--- config.mk ---
export PLATFORM = sky130hd
export DESIGN_NAME = lcd_write_engine
export DESIGN_NICKNAME = d
export VERILOG_FILES = /design/src/rtl/lcd_write_engine.sv
export SDC_FILE = /design/constraint.sdc
export NUM_CORES = 1
export LEC_CHECK = 0
export BUFFER_PORTS_ARGS = -buffer_cell sky130_fd_sc_hd__buf_4
export CAP_MARGIN = 20
export CORE_MARGIN = 4
export CORE_UTILIZATION = 57
export CTS_BUF_LIST = sky130_fd_sc_hd__clkbuf_16
export CTS_CLUSTER_DIAMETER = 30
export DETAILED_ROUTE_END_ITERATION = 8
export PLACE_DENSITY = 0.79
export SLEW_MARGIN = 0
export SYNTH_ARGS = -nofsm -noshare
export SYNTH_HDL_FRONTEND = slang
export SYNTH_SLANG_ARGS = --single-unit
--- constraint.sdc ---
create_clock -name iCLK -period 2.8 [get_ports iCLK]
set_clock_uncertainty 0.2 [all_clocks]
set_input_delay 0.14 -clock iCLK [delete_from_list [all_inputs] [get_ports iCLK]]
set_output_delay 0.14 -clock iCLK [all_outputs]
set_load 0.03 [all_outputs]
--- src/rtl/lcd_write_engine.sv ---
// HD44780-style write engine: one byte per handshake,
// strobed onto the panel bus then held for the command execution time.
module lcd_write_engine #(
  parameter int T_AS         = 2,
  parameter int T_EN         = 12,
  parameter int T_H          = 2,
  parameter int T_EXEC_SHORT = 2000,
  parameter int T_EXEC_LONG  = 82000
) (
  input  logic       iCLK,
  input  logic       iRST_N,
  input  logic [7:0] iDATA,
  input  logic       iRS,
  input  logic       iStart,
  output logic       oDone,
  output logic       oBusy,
  output logic [7:0] LCD_DATA,
  output logic       LCD_RW,
  output logic       LCD_EN,
  output logic       LCD_RS
);

  localparam int CW_MIN = $clog2(T_EXEC_LONG + 1);
  localparam int CW     = (CW_MIN > 18) ? CW_MIN : 18;

  localparam logic [CW-1:0] C_AS    = CW'(T_AS - 1);
  localparam logic [CW-1:0] C_EN    = CW'(T_EN - 1);
  localparam logic [CW-1:0] C_H     = CW'(T_H - 1);
  localparam logic [CW-1:0] C_SHORT = CW'(T_EXEC_SHORT);
  localparam logic [CW-1:0] C_LONG  = CW'(T_EXEC_LONG);

  typedef enum logic [2:0] {
    IDLE,
    SETUP,
    PULSE,
    HOLD,
    EXEC,
    DONE
  } state_t;

  state_t          r_state;
  state_t          w_nxt;
  logic [CW-1:0]   r_cnt;
  logic [CW-1:0]   w_cnt_nxt;
  logic [7:0]      r_data;
  logic            r_rs;
  logic            r_en;
  logic            w_lat;
  logic            w_long;
  logic            w_zero;

  // Clear Display / Return Home need the long execution wait
  assign w_long = ~r_rs
                & (r_data[7:2] == 6'd0)
                & (r_data[1:0] != 2'd0);
  assign w_zero = (r_cnt == '0);

  always_comb begin
    w_nxt     = r_state;
    w_cnt_nxt = r_cnt;
    w_lat     = 1'b0;
    unique case (r_state)
      IDLE: begin
        if (iStart) begin
          w_lat     = 1'b1;
          w_nxt     = SETUP;
          w_cnt_nxt = C_AS;
        end
      end
      SETUP: begin
        if (w_zero) begin
          w_nxt     = PULSE;
          w_cnt_nxt = C_EN;
        end else begin
          w_cnt_nxt = r_cnt - 1'b1;
        end
      end
      PULSE: begin
        if (w_zero) begin
          w_nxt     = HOLD;
          w_cnt_nxt = C_H;
        end else begin
          w_cnt_nxt = r_cnt - 1'b1;
        end
      end
      HOLD: begin
        if (w_zero) begin
          w_nxt     = EXEC;
          w_cnt_nxt = w_long ? C_LONG : C_SHORT;
        end else begin
          w_cnt_nxt = r_cnt - 1'b1;
        end
      end
      EXEC: begin
        if (w_zero) begin
          w_nxt = DONE;
        end else begin
          w_cnt_nxt = r_cnt - 1'b1;
        end
      end
      DONE: begin
        if (!iStart) w_nxt = IDLE;
      end
      default: begin
        w_nxt     = IDLE;
        w_cnt_nxt = '0;
      end
    endcase
  end

  always_ff @(posedge iCLK or negedge iRST_N) begin
    if (!iRST_N) begin
      r_state <= IDLE;
      r_cnt   <= '0;
      r_data  <= 8'h00;
      r_rs    <= 1'b0;
      r_en    <= 1'b0;
    end else begin
      r_state <= w_nxt;
      r_cnt   <= w_cnt_nxt;
      r_en    <= (w_nxt == PULSE);
      if (w_lat) begin
        r_data <= iDATA;
        r_rs   <= iRS;
      end
    end
  end

  assign oDone    = (r_state == DONE);
  assign oBusy    = (r_state != IDLE);
  assign LCD_DATA = r_data;
  assign LCD_RS   = r_rs;
  assign LCD_EN   = r_en;
  assign LCD_RW   = 1'b0;

endmodule

==> flow_metrics.tcl, run 1 <==
set metrics [dict create \
    drv_slew 0 \
    numCtsBuffers 5 \
    drive_gt1_share_pct 22.3 \
    clock_sinks 31 \
    setup_slack_ns 0.380 \
    worst_skew_pair.late_latency_ns 0.28 \
    worstReg2RegStart "r_cnt[0]" \
    yosysWarnings 0 \
    n_antenna_cell 0 \
    routed_wl_um 4930 \
    syn_area_per_cell_um2 9.18 \
    synth_top_area_share_pct 40.1 \
    arrival_ns 2.39 \
    power_density_mw_per_mm2 1190 \
    io_pins 25 \
    via_count 1787 \
    die_area_mm2 0.00439 \
    grt_setup_unrepaired "false" \
    synth_edf_count 0 \
    grt_pass1_vias 1743 \
    crit_path_max_fanout 9 \
    setup_violations 0 \
    fmax_mhz 413 \
    slew_headroom_pct 66.1 \
    drt-wirelength-per-cell_um 16.9 \
    clockBufferDepth 2 \
    hold_viol 0 \
    cts_setup_buffers 0 \
    hpwlAfterDp_um 3190 \
    p_leak_nw 1.02 \
    track_usage_pct 24.9 \
    drtIter0Drc 145 \
    outcome "finished, final reports clean" \
    maxCapViolCount 0 \
    critical_path.startpoint_type "register" \
    n_fill_cell 234 \
    max-vdd-ir-drop_v 0.000849 \
    hold_path_class "input port to register" \
    via_per_inst 6.14 \
    end_kind "register" \
    core_area_mm2 0.00315 \
    syn_inst 211 \
    htree_levels 2 \
    hp-start "iStart" \
    worst_slew_pin_slew_ns 0.506 \
    start_util_pct 61.4 \
    worstSetupPathType "register to register" \
    fin_crit_ns 2.42 \
    cts-resized-gates 0 \
    synthToLayoutAreaGrowth_pct 25.9 \
    holdWs_ns 0.0625 \
    syn_area_mm2 0.00194 \
    reg2reg_slack_ns 0.38 \
    reg2reg_to "r_cnt[17]" \
    drt_pass1_iterations 4 \
    async_reset_ff_share_pct 100 \
    synth_fp_nets 225 \
    drc_errors 0 \
    grt_pass1_wl_um 8230 \
    antenna_found_initial 0 \
    ant_nets 0 \
    rows 20 \
    gp_congestion 0.920 \
    hold_depth 4 \
    cp_data_required_time_ns 2.77 \
    final_common_cell "dfrtp_1" \
    place_ws_ns 0.428 \
    yosys-top-cells-area "dfrtp_1 (40%), mux2_2 (5.2%), nor3_1 (4.4%)" \
    path_clk_slew_ns 0.05 \
    grt-ovfl-total 0 \
    grt_start_max_net_pins 32 \
    synth_flop_cell "dfrtp_1" \
    worstHoldEndpoint "r_state[0]" \
    yosysSeqAreaShare_pct 40.1 \
    layout_common_cells "dfrtp_1 (31), buf_4 (27), nor2_1 (20)" \
    synth_largest_area_cell "dfrtp_1" \
    ys_ff_latch 31 \
    cts_root_buffer "clkbuf_16" \
    cts_tree "done" \
    die_h_um 66.3 \
    synthDistinctLibCells 52 \
    die_w_um 66.3 \
    ff2ff_path_depth 9 \
    io_buffers 23 \
    fin_nets 260 \
    fin_crit_sh_pct 86.4 \
    fin_tns_setup_ns 0 \
]
==> power by group <==
part,leakage (nW),internal (mW),total [mW],switching (mW)
clock network,0.0952,0.506,0.707,0.201
logic,0.538,0.550,1.29,0.736
registers,0.390,0.646,0.920,0.274
total,1.02,1.70,2.91,1.21
==> flip-flops by register name, summed over array words and instances, names as in the netlist <==
name and cells:
r_state 3, r_cnt 18, LCD_RS 1, LCD_DATA 8
LCD_EN 1
==> how the worst max path moves through the flow <==
stage               depth (start not counted)  startpoint   endpoint
floorplan                                   7    r_cnt[0]  r_cnt[16]
global placement                            7    r_cnt[0]  r_cnt[16]
detailed placement                          9    r_cnt[0]  r_cnt[17]
CTS                                         9    r_cnt[0]  r_cnt[17]
global route                                9    r_cnt[0]  r_cnt[17]
finish                                      9    r_cnt[0]  r_cnt[17]
==> synthesized netlist by cell type (all sizes together) (2+ instances only) <==
| library cell | count |
|---|---|
| nor2 | 22 |
| or3 | 5 |
| o211ai | 5 |
| a21o | 2 |
| nand2 | 15 |
| xnor2 | 8 |
| inv | 5 |
| ha | 2 |
| nor3 | 18 |
| xor2 | 2 |
| clkbuf | 6 |
| a211oi | 2 |
| or2 | 3 |
| nand2b | 3 |
| or3b | 2 |
| nand3 | 5 |
| o22ai | 2 |
| a22oi | 3 |
| nor4 | 6 |
| nand4 | 2 |
| dfrtp | 31 |
| o21ai | 14 |
| and3 | 2 |
| and2 | 2 |
| nor2b | 4 |
| o31ai | 3 |
| buf | 3 |
| a21oi | 11 |
| mux2 | 9 |
| a211o | 3 |
==> per-stage QoR <==
stage	utilization, %	std cells	total power [mW]	area, µm²
2_1_floorplan	-	211	1.80	1940
3_3_place_gp	68.2	273	2.10	2150
3_5_place_dp	68.2	273	2.15	2150
4_1_cts	77.3	291	2.89	2440
5_1_grt	77.3	291	3.08	2440
6_report	77.3	291	2.91	2440
==> per-layer routing <==
metal / global-route usage [%] / vias to the layer above / wire, µm
met1: 30.4 / 853 / 2020
met3: 8.50 / 13 / 368
met2: 40.6 / 81 / 2450
li1: - / 840 / -
met5: 0 / - / 0
met4: 8.38 / 0 / 88
==> worst max-delay path, stage by stage (launching register included) <==
cell and delay (ns):
dfrtp_1 0.45, inv_1 0.11, ha_1 0.14, nor2b_1 0.16, nand4_1 0.27, o31ai_4 0.47
buf_4 0.25, nor4b_4 0.06, xnor2_1 0.14, nor2_1 0.06
==> repair_timing <==
action | 4_1_cts | 5_1_grt
hold buffers | 10 | 0
setup endpoints to repair | 0 | 0
endpoints found under the hold margin | 40 | 0
==> logic make-up (layout without fill, tap and decap cells) <==
family          count (synthesis)  count (layout)  share of synthesized area (%)
simple gates                   93              93                           27.6
compound gates                 51              51                           17.8
flops                          31              31                           40.1
buf+inv                        14              50                           3.29
xor+xnor                       10              10                           4.52
mux                             9               9                           5.23
fa+ha+maj                       2               2                           1.29
other cells                     1               1                          0.194
==> layout make-up <==
cell class	count	area (µm²)	share of cell area, %
Multi-Input combinational cell	166	1100	45.0
Clock buffer	5	125	5.13
Timing Repair Buffer	37	303	12.4
Tap cell	44	55.1	2.26
Sequential cell	31	776	31.8
Inverter	5	18.8	0.770
Clock inverter	3	63.8	2.62
(Power assumes the default switching activity.)
==> inputs of run 2 (changes only) <==
--- a/config.mk
+++ b/config.mk
@@ -5,14 +5,14 @@
 export SDC_FILE = /design/constraint.sdc
 export NUM_CORES = 1
 export LEC_CHECK = 0
-export BUFFER_PORTS_ARGS = -buffer_cell sky130_fd_sc_hd__buf_4
 export CAP_MARGIN = 20
 export CORE_MARGIN = 4
-export CORE_UTILIZATION = 57
+export CORE_UTILIZATION = 60
 export CTS_BUF_LIST = sky130_fd_sc_hd__clkbuf_16
 export CTS_CLUSTER_DIAMETER = 30
 export DETAILED_ROUTE_END_ITERATION = 8
-export PLACE_DENSITY = 0.79
+export DONT_BUFFER_PORTS = 1
+export PLACE_DENSITY = 0.76
 export SLEW_MARGIN = 0
 export SYNTH_ARGS = -nofsm -noshare
 export SYNTH_HDL_FRONTEND = slang
==> run 2 against run 1 <==
Effect of this change: register-to-register slack got worse by 0.05 ns; flip-flop and latch count unchanged; setup slack got worse by 0.052 ns; sequential share of layout area increased by 2.5 points; critical endpoint is now r_cnt[1]; largest cell class unchanged; largest power group is now sequential cells.
==> flow_metrics.tcl, run 2 (synthesis results as in run 1) <==
set metrics [dict create \
    drt-wirelength-per-cell_um 18.4 \
    place_ws_ns 0.383 \
    grt_pass1_vias 1781 \
    cp-startpoint "r_cnt[0]" \
    placed_cell_area_mm2 0.00197 \
    die_h_um 64.8 \
    reg2reg_to "r_cnt[1]" \
    drc_errors 0 \
    start_util_pct 62.9 \
    cp_data_required_time_ns 2.81 \
    register_area_um2 776 \
    crit_family "simple AND/OR/NAND/NOR gates" \
    end_kind "register" \
    layout_common_cells "dfrtp_1 (31), nor2_1 (20), nor3_1 (17)" \
    maxCapViolCount 0 \
    drt_pass1_iterations 5 \
    largest_reg_flops 18 \
    ff2ff_path_depth 8 \
    hold_viol 0 \
    grt_pass1_wl_um 8550 \
    htree_levels 2 \
    worst_slew_pin_slew_ns 0.556 \
    rows 20 \
    crit_chain "inv_1, ha_1, nor2b_1, and4_1, nand2_1, nor2_1, a2111oi_0, a211o_1" \
    p_total_mw 2.69 \
    hold_path_class "input port to register" \
    routed.top_layer "met4" \
    power_density_mw_per_mm2 1190 \
    arrival_ns 2.49 \
    crit_path_max_fanout 10 \
    drive_gt1_share_pct 14.2 \
    clockBufferDepth 2 \
    cts_hold_buf 12 \
    wl_met3_um 337 \
    fin_nets 238 \
    fin_tns_setup_ns 0 \
    ant_nets 0 \
    cts-resized-gates 0 \
    via_per_inst 6.54 \
    io_pins 25 \
    worst_path_largest_cell_delay_ns 0.47 \
    grt_start_max_net_pins 32 \
    max-vdd-ir-drop_v 0.000674 \
    fin_crit_sh_pct 88.3 \
    gp_congestion 0.961 \
    routed_wl_um 4960 \
    path_clk_slew_ns 0.05 \
    critical_path.startpoint_type "register" \
    clock_sinks 31 \
    dr_wl_met2_um 2470 \
    worstReg2RegStart "r_cnt[0]" \
    track_usage_pct 26.6 \
    outcome "finished, final reports clean" \
    antenna_found_initial 0 \
    fmax_mhz 404 \
    synthToLayoutAreaGrowth_pct 16.9 \
    path_buf_inv 1 \
    via_count 1759 \
    grt_setup_unrepaired "false" \
    critical-path-slowest-cell "dfrtp_1" \
    io_buffers 0 \
    n_antenna_cell 0 \
    worst_skew_pair.late_latency_ns 0.28 \
    cts_setup_buffers 0 \
    drv_slew 0 \
    final_common_cell "dfrtp_1" \
    met1_length_um 1980 \
    setup_slack_ns 0.327 \
    finalInstanceArea_mm2 0.00226 \
    worstSetupPathType "register to register" \
    cts_tree "done" \
    regMostFlops "r_cnt" \
    die_w_um 64.8 \
    multiInputGateArea_mm2 0.00110 \
    slew_headroom_pct 62.9 \
    crit_cells 8 \
    final_core_util_pct 73.5 \
    setup_violations 0 \
    numCtsBuffers 5 \
    cts_root_buffer "clkbuf_16" \
    reg2reg_slack_ns 0.33 \
    drtIter0Drc 128 \
    crit_path_end "r_cnt[1]" \
    core_area_mm2 0.00308 \
    hpwlAfterDp_um 3270 \
    die_area_mm2 0.00420 \
    grt-ovfl-total 0 \
    fin_crit_ns 2.47 \
    p_leak_nw 0.906 \
    n_fill_cell 234 \
]
-- run 2: worst min path at each step --
stage | slack [ns] | cells past startpoint | end | from
4_1_cts | 0.005 | 3 | r_state[2] | iStart
5_1_grt | 0.02 | 3 | r_state[2] | iStart
3_5_place_dp | -0.35 | 0 | r_cnt[5] | iRST_N
6_report | 0.02 | 3 | r_state[2] | iStart
3_3_place_gp | -0.35 | 0 | r_cnt[5] | iRST_N
2_1_floorplan | -0.36 | 0 | LCD_DATA[0] | iRST_N
-- run 2: routing by layer --
metal	global-route usage, %	up-vias
li1	-	801
met1	32.1	854
met2	44.2	84
met3	6.41	20
met4	12.7	0
met5	0	-
-- run 2: worst reg2reg max path, cell delays in order, from the launching register on --
cell and delay (ns):
dfrtp_1 0.47, inv_1 0.10, ha_1 0.19, nor2b_1 0.13, and4_1 0.23, nand2_1 0.31
nor2_1 0.14, a2111oi_0 0.47, a211o_1 0.18
-- run 2: area by class of cell --
type                    instances  area share, %
multi-input cells             166           48.5
flip-flops and latches         31           34.3
repair buffers                 15           6.74
clock buffers                   5           5.53
well taps                      44           2.43
clock inverters                 3           1.71
inverters                       5          0.829
-- run 2: through the flow --
stage                     instances  hold slack [ns]
after floorplan                 211           -0.356
after global routing            269           0.0164
after detailed placement        249           -0.355
final                           269           0.0162
after CTS                       269          0.00524
after global placement          249           -0.355
-- run 2: power by group --
| group | switching [mW] | internal, mW | total (mW) | leakage, nW |
|---|---|---|---|---|
| Clock | 0.193 | 0.414 | 0.607 | 0.0812 |
| Combinational | 0.555 | 0.452 | 1.01 | 0.435 |
| Sequential | 0.433 | 0.643 | 1.08 | 0.390 |
| Total | 1.18 | 1.51 | 2.69 | 0.906 |
